===== config.mk =====
export PLATFORM = sky130hd
export DESIGN_NAME = mc_control_unit_flat
export DESIGN_NICKNAME = d
export VERILOG_FILES = /design/src/rtl/mc_control_unit_pkg.sv /design/src/rtl/mc_control_unit_if.sv /design/src/rtl/mc_control_unit_alu_decoder.sv /design/src/rtl/mc_control_unit.sv /design/src/flat_wrapper.sv
export SDC_FILE = /design/constraint.sdc
export NUM_CORES = 1
export LEC_CHECK = 0
export ABC_AREA = 1
export CAP_MARGIN = 20
export CORE_AREA = 10 10 56 58
export DETAILED_ROUTE_END_ITERATION = 12
export DIE_AREA = 0 0 66 68
export PLACE_DENSITY = 0.88
export SETUP_SLACK_MARGIN = 0.3
export SLEW_MARGIN = 20
export SYNTH_ARGS = -nofsm -noshare
export SYNTH_HDL_FRONTEND = slang
export SYNTH_SLANG_ARGS = --single-unit

===== constraint.sdc =====
create_clock -name clk -period 4.6 [get_ports clk]
set_input_delay 0.69 -clock clk [delete_from_list [all_inputs] [get_ports clk]]
set_output_delay 0.69 -clock clk [all_outputs]
set_load 0.02 [all_outputs]

===== src/rtl/mc_control_unit_pkg.sv =====
// Shared types and constants for the multicycle RV32I control unit.
package mc_ctrl_pkg;

  typedef enum logic [4:0] {
    S_FETCH    = 5'd0,
    S_DECODE   = 5'd1,
    S_MEM_ADR  = 5'd2,
    S_MEM_RD   = 5'd3,
    S_MEM_WR   = 5'd4,
    S_MEM_WB   = 5'd5,
    S_EXEC_R   = 5'd6,
    S_EXEC_I   = 5'd7,
    S_JALR_ADR = 5'd8,
    S_JUMP     = 5'd9,
    S_LUI      = 5'd10,
    S_ALU_WB   = 5'd11,
    S_BRANCH   = 5'd12,
    S_TRAP     = 5'd13
  } state_t;

  localparam logic [6:0] OP_LW    = 7'b0000011;
  localparam logic [6:0] OP_SW    = 7'b0100011;
  localparam logic [6:0] OP_R     = 7'b0110011;
  localparam logic [6:0] OP_I     = 7'b0010011;
  localparam logic [6:0] OP_B     = 7'b1100011;
  localparam logic [6:0] OP_JAL   = 7'b1101111;
  localparam logic [6:0] OP_JALR  = 7'b1100111;
  localparam logic [6:0] OP_LUI   = 7'b0110111;
  localparam logic [6:0] OP_AUIPC = 7'b0010111;

  typedef enum logic [1:0] {
    SRCA_PC     = 2'b00,
    SRCA_RS1    = 2'b01,
    SRCA_OLD_PC = 2'b10,
    SRCA_ZERO   = 2'b11
  } src_a_t;

  typedef enum logic [1:0] {
    SRCB_RS2  = 2'b00,
    SRCB_FOUR = 2'b01,
    SRCB_IMM  = 2'b10
  } src_b_t;

  typedef enum logic [1:0] {
    RES_ALU_OUT = 2'b00,
    RES_MEM     = 2'b01,
    RES_ALU     = 2'b10
  } result_src_t;

  localparam logic [3:0] ALU_ADD = 4'b0000;

  typedef enum logic [1:0] {
    ALU_CLS_ADD = 2'b00,
    ALU_CLS_R   = 2'b01,
    ALU_CLS_I   = 2'b10
  } alu_cls_t;

  function automatic state_t decode_next(input logic [6:0] op, input bit trap_en);
    state_t nxt;
    case (op)
      OP_LW, OP_SW: nxt = S_MEM_ADR;
      OP_R:         nxt = S_EXEC_R;
      OP_I:         nxt = S_EXEC_I;
      OP_JAL:       nxt = S_JUMP;
      OP_JALR:      nxt = S_JALR_ADR;
      OP_B:         nxt = S_BRANCH;
      OP_LUI:       nxt = S_LUI;
      OP_AUIPC:     nxt = S_ALU_WB;
      default:      nxt = trap_en ? S_TRAP : S_FETCH;
    endcase
    return nxt;
  endfunction

endpackage


===== src/rtl/mc_control_unit_if.sv =====
// Memory request/ready handshake between the control unit and memory.
interface mc_control_unit_if;
  logic mem_req;
  logic mem_write;
  logic instruction_or_data;
  logic mem_ready;

  modport master (output mem_req, output mem_write, output instruction_or_data, input mem_ready);
  modport slave  (input mem_req, input mem_write, input instruction_or_data, output mem_ready);
endinterface


===== src/rtl/mc_control_unit_alu_decoder.sv =====
// Combinational ALU operation decode from state class and funct fields.
module mc_alu_decoder
  import mc_ctrl_pkg::*;
#(
  parameter int unsigned ALU_CTRL_W = 4
) (
  input  alu_cls_t              cls,
  input  logic [2:0]            funct3,
  input  logic                  funct7_5,
  output logic [ALU_CTRL_W-1:0] alu_control
);

  logic [3:0] code;

  always_comb begin
    code = ALU_ADD;
    case (cls)
      ALU_CLS_R: code = {funct7_5, funct3};
      // funct7[5] is immediate data for I-type except the shifts, so ADDI never becomes SUB
      ALU_CLS_I: code = (funct3 == 3'b101) ? {funct7_5, funct3} : {1'b0, funct3};
      default:   code = ALU_ADD;
    endcase
    alu_control = ALU_CTRL_W'(code);
  end

endmodule


===== src/rtl/mc_control_unit.sv =====
// Multicycle RV32I control FSM: sequences fetch/decode/execute/memory/writeback.
module mc_control_unit
  import mc_ctrl_pkg::*;
#(
  parameter bit          MEM_HANDSHAKE = 1'b1,
  parameter bit          TRAP_EN       = 1'b1,
  parameter int unsigned ALU_CTRL_W    = 4
) (
  input  logic                  clk,
  input  logic                  reset,
  input  logic [6:0]            opcode,
  input  logic [2:0]            funct3,
  input  logic [6:0]            funct7,
  input  logic                  branch_taken,
  mc_control_unit_if.master     mem,
  output logic                  ir_write,
  output logic                  pc_write,
  output logic                  reg_write,
  output logic [1:0]            result_src,
  output logic [1:0]            alu_src_a,
  output logic [1:0]            alu_src_b,
  output logic [2:0]            branch_type,
  output logic [ALU_CTRL_W-1:0] alu_control,
  output logic                  illegal_insn,
  output logic [4:0]            current_state
);

  state_t   state, state_next;
  logic     rdy;
  logic     req_c, wr_c, iod_c, irw_c, pcw_c, rw_c, ill_c;
  logic [1:0] res_c, a_c, b_c;
  logic [2:0] bt_c;
  alu_cls_t cls_c;
  logic [ALU_CTRL_W-1:0] alu_c;
  logic [5:0] unused_funct7;

  assign unused_funct7 = {funct7[6], funct7[4:0]};
  assign rdy = MEM_HANDSHAKE ? mem.mem_ready : 1'b1;

  mc_alu_decoder #(.ALU_CTRL_W(ALU_CTRL_W)) u_alu_dec (
    .cls         (cls_c),
    .funct3      (funct3),
    .funct7_5    (funct7[5]),
    .alu_control (alu_c)
  );

  always_ff @(posedge clk) begin
    if (reset) state <= S_FETCH;
    else       state <= state_next;
  end

  always_comb begin
    state_next = state;
    req_c = 1'b0; wr_c = 1'b0; iod_c = 1'b0;
    irw_c = 1'b0; pcw_c = 1'b0; rw_c = 1'b0; ill_c = 1'b0;
    res_c = RES_ALU_OUT; a_c = SRCA_PC; b_c = SRCB_RS2;
    bt_c  = 3'b000; cls_c = ALU_CLS_ADD;
    case (state)
      S_FETCH: begin
        req_c = 1'b1; b_c = SRCB_FOUR; res_c = RES_ALU;
        irw_c = rdy; pcw_c = rdy;
        if (rdy) state_next = S_DECODE;
      end
      S_DECODE: begin
        a_c = SRCA_OLD_PC; b_c = SRCB_IMM;
        state_next = decode_next(opcode, TRAP_EN);
      end
      S_MEM_ADR: begin
        a_c = SRCA_RS1; b_c = SRCB_IMM;
        state_next = (opcode == OP_LW) ? S_MEM_RD : S_MEM_WR;
      end
      S_MEM_RD: begin
        req_c = 1'b1; iod_c = 1'b1;
        if (rdy) state_next = S_MEM_WB;
      end
      S_MEM_WR: begin
        req_c = 1'b1; wr_c = 1'b1; iod_c = 1'b1;
        if (rdy) state_next = S_FETCH;
      end
      S_MEM_WB: begin
        res_c = RES_MEM; rw_c = 1'b1;
        state_next = S_FETCH;
      end
      S_EXEC_R: begin
        a_c = SRCA_RS1; b_c = SRCB_RS2; cls_c = ALU_CLS_R;
        state_next = S_ALU_WB;
      end
      S_EXEC_I: begin
        a_c = SRCA_RS1; b_c = SRCB_IMM; cls_c = ALU_CLS_I;
        state_next = S_ALU_WB;
      end
      S_JALR_ADR: begin
        a_c = SRCA_RS1; b_c = SRCB_IMM;
        state_next = S_JUMP;
      end
      S_JUMP: begin
        // PC loads the target held in alu_out while the ALU forms old_pc+4 for rd
        a_c = SRCA_OLD_PC; b_c = SRCB_FOUR; res_c = RES_ALU_OUT; pcw_c = 1'b1;
        state_next = S_ALU_WB;
      end
      S_LUI: begin
        a_c = SRCA_ZERO; b_c = SRCB_IMM;
        state_next = S_ALU_WB;
      end
      S_ALU_WB: begin
        res_c = RES_ALU_OUT; rw_c = 1'b1;
        state_next = S_FETCH;
      end
      S_BRANCH: begin
        a_c = SRCA_RS1; b_c = SRCB_RS2; bt_c = funct3;
        res_c = RES_ALU_OUT; pcw_c = branch_taken;
        state_next = S_FETCH;
      end
      S_TRAP: begin
        ill_c = 1'b1;
        state_next = S_TRAP;
      end
      default: state_next = S_FETCH;
    endcase
  end

  // Outputs are held at zero throughout reset so no PC/IR write leaks out.
  always_comb begin
    if (reset) begin
      mem.mem_req = 1'b0; mem.mem_write = 1'b0; mem.instruction_or_data = 1'b0;
      ir_write = 1'b0; pc_write = 1'b0; reg_write = 1'b0;
      result_src = 2'b00; alu_src_a = 2'b00; alu_src_b = 2'b00;
      branch_type = 3'b000; alu_control = '0; illegal_insn = 1'b0;
      current_state = S_FETCH;
    end else begin
      mem.mem_req = req_c; mem.mem_write = wr_c; mem.instruction_or_data = iod_c;
      ir_write = irw_c; pc_write = pcw_c; reg_write = rw_c;
      result_src = res_c; alu_src_a = a_c; alu_src_b = b_c;
      branch_type = bt_c;
      alu_control = (cls_c == ALU_CLS_ADD) ? '0 : alu_c;
      illegal_insn = ill_c;
      current_state = state;
    end
  end

endmodule


===== src/flat_wrapper.sv =====
// flat-port wrapper written by rule: the top's interface ports become plain ports
module mc_control_unit_flat import mc_ctrl_pkg::*;
#(
  parameter bit          MEM_HANDSHAKE = 1'b1,
  parameter bit          TRAP_EN       = 1'b1,
  parameter int unsigned ALU_CTRL_W    = 4
)
  (clk, reset, opcode, funct3, funct7, branch_taken, ir_write, pc_write, reg_write, result_src, alu_src_a, alu_src_b, branch_type, alu_control, illegal_insn, current_state, mem_mem_req, mem_mem_write, mem_instruction_or_data, mem_mem_ready);
  mc_control_unit_if mem_i ();
  input  logic clk;
  input  logic reset;
  input  logic [6:0] opcode;
  input  logic [2:0] funct3;
  input  logic [6:0] funct7;
  input  logic branch_taken;
  output logic ir_write;
  output logic pc_write;
  output logic reg_write;
  output logic [1:0] result_src;
  output logic [1:0] alu_src_a;
  output logic [1:0] alu_src_b;
  output logic [2:0] branch_type;
  output logic [ALU_CTRL_W-1:0] alu_control;
  output logic illegal_insn;
  output logic [4:0] current_state;
  output wire logic [$bits(mem_i.mem_req)-1:0] mem_mem_req;
  output wire logic [$bits(mem_i.mem_write)-1:0] mem_mem_write;
  output wire logic [$bits(mem_i.instruction_or_data)-1:0] mem_instruction_or_data;
  input wire logic [$bits(mem_i.mem_ready)-1:0] mem_mem_ready;
  assign mem_mem_req = mem_i.mem_req;
  assign mem_mem_write = mem_i.mem_write;
  assign mem_instruction_or_data = mem_i.instruction_or_data;
  assign mem_i.mem_ready = mem_mem_ready;
  mc_control_unit #(.MEM_HANDSHAKE(MEM_HANDSHAKE), .TRAP_EN(TRAP_EN), .ALU_CTRL_W(ALU_CTRL_W)) u_core (.clk(clk), .reset(reset), .opcode(opcode), .funct3(funct3), .funct7(funct7), .branch_taken(branch_taken), .mem(mem_i), .ir_write(ir_write), .pc_write(pc_write), .reg_write(reg_write), .result_src(result_src), .alu_src_a(alu_src_a), .alu_src_b(alu_src_b), .branch_type(branch_type), .alu_control(alu_control), .illegal_insn(illegal_insn), .current_state(current_state));
endmodule

Yosys cells after proc, flatten, opt, wreduce, memory -nomap -nowiden:

Index checks and enable logic that the tools add are counted.

* equality and inequality tests: 28
* multiplexer cells: 34
* reductions and logical operators: 12

Operator list (count)
* $pmux W5 S8: 1
* $pmux W4 S8: 1
* $eq A5 B4 Y1 const B: 6
* $eq A7 B6 Y1 const B: 3
* $eq A7 B7 Y1 const B: 3
* $eq A5 B3 Y1 const B: 4
* $mux W5: 4
* $eq A7 B5 Y1 const B: 2
* $mux W1: 13
* $mux W4: 3
* $pmux W2 S2: 3
* $eq A5 B2 Y1 const B: 2
* $reduce_or A2 Y1: 5
* $reduce_or A5 Y1: 2
* $mux W3: 3
* $pmux W4 S2: 1
* $eq A7 B2 Y1 const B: 1
* $mux W2: 3
* $ne A2 B2 Y1 const B: 3
* $pmux W2 S3: 1
* $eq A5 B1 Y1 const B: 1
* $logic_not A5 Y1: 1
* $reduce_or A4 Y1: 1
* $eq A3 B3 Y1 const B: 1
* 6 further kinds: 6

* register bits after elaboration: 5
* input port bits: 21
* output and inout port bits: 25
* word-level logic and storage cells: 75

Logic depth before layout (Yosys ltp):

* depth after elaboration: 6
* gate-level depth with buffers: 13
* gate-level depth less buffers: 13

Modules after synthesis:

Synthesis repeated with hierarchy kept, for this count alone.

* cells, all modules: 165
* area, all modules: 763.2 um^2

By module, submodules not included
* mc_control_unit: instances 1, cells an instance 146, area an instance 669.4 um^2, sequential area each 80.1 um^2
* mc_alu_decoder: instances 1, cells an instance 19, area an instance 93.8 um^2, sequential area each 0.0 um^2

Worst setup path after synthesis:

OpenSTA, ideal clock, no wires.

* kind: reg2out
* start point: register u_core.state[2]
* end point: output alu_control[0]
* arrival: 1631 ps
* data required time: 3910 ps
* path slack: 2279 ps
* cell stages (with the launch flop): 9
* buffers on the path: 0
* cells stage by stage: dfxtp_1 > inv_2 > nor2_2 > inv_1 > nor2_1 > ha_1 > inv_1 > o211ai_1 > nor3_1

* longest elaborated chain between the ends: 6
* elaborated cells on any way between the ends: 9
* those cells by class: eq/ne (4); mux (4); reduce/logical (1)

RTL lines
* start, declared: RTL line mc_control_unit.sv:28 `state_t state, state_next;`
* start signal, assigned: RTL line mc_control_unit.sv:49 `else state <= state_next;`
* $eq A5 B3 Y1: RTL line mc_control_unit.sv:58 `case (state)`
* $pmux W2 S2 *: RTL line mc_control_unit.sv:58
* $eq A2 B2 Y1 / $eq A2 B1 Y1 (equally long branches): RTL line mc_control_unit_alu_decoder.sv:17 `case (cls)`
* $pmux W4 S2: RTL line mc_control_unit_alu_decoder.sv:17
* $mux W4 *: RTL line mc_control_unit.sv:135 `alu_control = (cls_c == ALU_CLS_ADD) ? '0 : alu_c;`
* $mux W4 *: RTL line mc_control_unit.sv:124 `if (reset) begin`
* end, declared: RTL line flat_wrapper.sv:23 `output logic [ALU_CTRL_W-1:0] alu_control;`

Mark *: on every way between the ends. The rest lies on a longest branch, timed or not.

Worst setup path in the final report:

* start point: input reset
* end point: output alu_control[3]

* longest elaborated chain between the ends: 1

RTL lines
* start, declared: RTL line flat_wrapper.sv:11 `input logic reset;`
* $mux W4: RTL line mc_control_unit.sv:124

Every way passes these cells.

==> results.json <==
{
  "finalHoldViolCount": 0,
  "wl_per_cell_um": 11.8,
  "cts_inserted_buffers": 3,
  "drive_above_1_share_pct": 14.6,
  "reg.largest.list": "u_core.state: 4 flops",
  "clock-sinks": 4,
  "dpl_cell_area_mm2": 0.00118,
  "tritoncts": "yes",
  "yosysTopAreaCellShare_pct": 14.4,
  "io_buffers": 38,
  "largest_reg_flops": 4,
  "p_leak_nw": 0.566,
  "gp_congestion": 0.826,
  "cts_root_buffer": "clkbuf_4",
  "path_max_fanout": 24,
  "finalWirelength_um": 2510,
  "fin_area_mm2": 0.00120,
  "power_w": 0.000482,
  "clkSlewWorstSetupHoldPaths_ps": 40,
  "drt_iter0_markers": 29,
  "regMostFlops": "u_core.state",
  "grt_pass1_vias": 1065,
  "drcViolationCount": 0,
  "finalSetupTns_ps": 0,
  "synth_area_um2": 779,
  "synth_nets": 172,
  "status": "complete, no violations",
  "cts_max_level": 1,
  "fin_hold_ws_ps": 655,
  "worstSetupPathType": "in -> out",
  "clk_path_buf_depth": 2,
  "floorplan.initialDensity_pct": 37.0,
  "min_period_ps": 3340,
  "via_count": 1028,
  "core-area_mm2": 0.00211,
  "nets": 212,
  "place_ws_ps": 1240,
  "synthCells": 147,
  "grt_pass1_wl_um": 4300,
  "skew_ps": 5.21,
  "reg2reg_setup_slack_ps": 2860,
  "diodes": 0,
  "fmax_mhz": 299,
  "yosysTopAreaCell": "nand2_1",
  "post-cts-setup-buffer-count": 0,
  "antenna_found_initial": 0,
  "synth.ff_latch_count": 4,
  "powerDensity_mw_per_mm2": 401,
  "setup_slack_ps": 1260,
  "drtPass1Iterations": 4,
  "end_kind": "output pin",
  "synth_cell_types": 24,
  "final_cell_mix": "clkdlybuf4s50_1, nand2_1, inv_1",
  "die_y_um": 68,
  "routed_via_density": 4.83,
  "avgSynthCellArea_um2": 5.30,
  "grt_max_degree": 25,
  "hp-class": "reg -> reg",
  "start_kind": "input pin",
  "layout_commonest_cell": "clkdlybuf4s50_1",
  "pin_count": 46,
  "grt.overflow.total": 0,
  "ant_nets": 0,
  "rsz0062_at_grt": "no",
  "area_delta_synth_final_pct": 54.3,
  "yosys_warnings": 0,
  "relSlewSlack_pct": 47.5,
  "postCtsHoldBufs": 0,
  "die_area_mm2": 0.00449,
  "period_share_pct": 72.7,
  "drv_slew": 0,
  "track_usage_pct": 11.6,
  "cp_data_arrival_time_ps": 2650,
  "critPathRequiredTime_ps": 3910,
  "synth_top_cells_by_area": "nand2_1, inv_1, dfxtp_1, nor2_1, nor2_2",
  "peakVddDrop_uv": 178,
  "final-setup-viol-count": 0,
  "clock_latency_ps": 250,
  "dp_hpwl_um": 2130,
  "tightest_slew_ps": 785,
  "seq_area_frac_synth_pct": 10.3,
  "maxCapViolCount": 0,
  "post_cts_resized": 0,
  "die_w_um": 66,
  "rows": 17
}
==> critical path, cell delays in order <==
cell             delay (ps)
clkdlybuf4s50_1         810
inv_1                   280
nand4_1                 110
a21oi_1                 130
clkdlybuf4s50_1         630
==> report_power, final <==
group | internal (W) | total (W) | switching [W]
combinational | 0.000146 | 0.000367 | 0.000221
clock | 0.0000294 | 0.0000474 | 0.0000180
sequential | 0.0000469 | 0.0000673 | 0.0000204
total | 0.000222 | 0.000482 | 0.000260
==> routing by layer <==
metal | global-route usage [%] | routed length [µm]
met1 | 11.9 | 1040
met4 | 3.40 | 8
met2 | 19.7 | 1120
met5 | 0 | 0
met3 | 7.01 | 340
==> per-stage QoR <==
| step | cells | util [%] |
|---|---|---|
| 2_1_floorplan | 147 | - |
| 3_3_place_gp | 210 | 56.0 |
| 3_5_place_dp | 210 | 56.0 |
| 4_1_cts | 213 | 57.1 |
| 5_1_grt | 213 | 57.1 |
| 6_report | 213 | 57.1 |
==> worst paths after layout <==
kind / from / endpoint / cells after the start
worst min register to register: u_core.state[2]$_SDFFE_PP0P_ / u_core.state[2]$_SDFFE_PP0P_ / 4
worst max register to register: u_core.state[0]$_SDFFE_PP0P_ / u_core.state[2]$_SDFFE_PP0P_ / 12
worst min-delay path: u_core.state[2]$_SDFFE_PP0P_ / u_core.state[2]$_SDFFE_PP0P_ / 4
worst max-delay path: reset / alu_control[3] / 5
==> kinds of logic (layout without fill, tap and decap cells) <==
group	count (synthesis)	count (layout)	share of synthesized area, %
and+or+nand+nor	88	88	53.9
other	1	1	0.481
DFF	4	4	10.3
adders and majority gates	4	4	6.42
AOI/OAI and AO/OA	16	16	12.0
buffers and inverters	34	72	16.9
==> area by class of cell <==
class,instances,area (µm²)
Timing Repair Buffer,38,380
Sequential cell,4,80.1
Inverter,31,116
Fill cell,208,903
Clock buffer,3,22.5
Tap cell,28,35.0
Multi-Input combinational cell,109,568
==> synthesized netlist by cell type <==
cell	instances
nor2_4	2
dfxtp_1	4
nand3b_1	2
o211ai_1	2
buf_4	1
a221oi_1	1
nand2_1	30
inv_1	25
nand2_4	1
conb_1	1
a21oi_1	9
clkbuf_1	2
o21ai_1	1
nor3_1	11
o21ai_0	1
nor2_2	11
nand4_1	2
nand2_2	3
o21ai_2	1
inv_2	6
nor2_1	21
nand3_1	5
a31oi_1	1
ha_1	4
(Power assumes the default switching activity.)
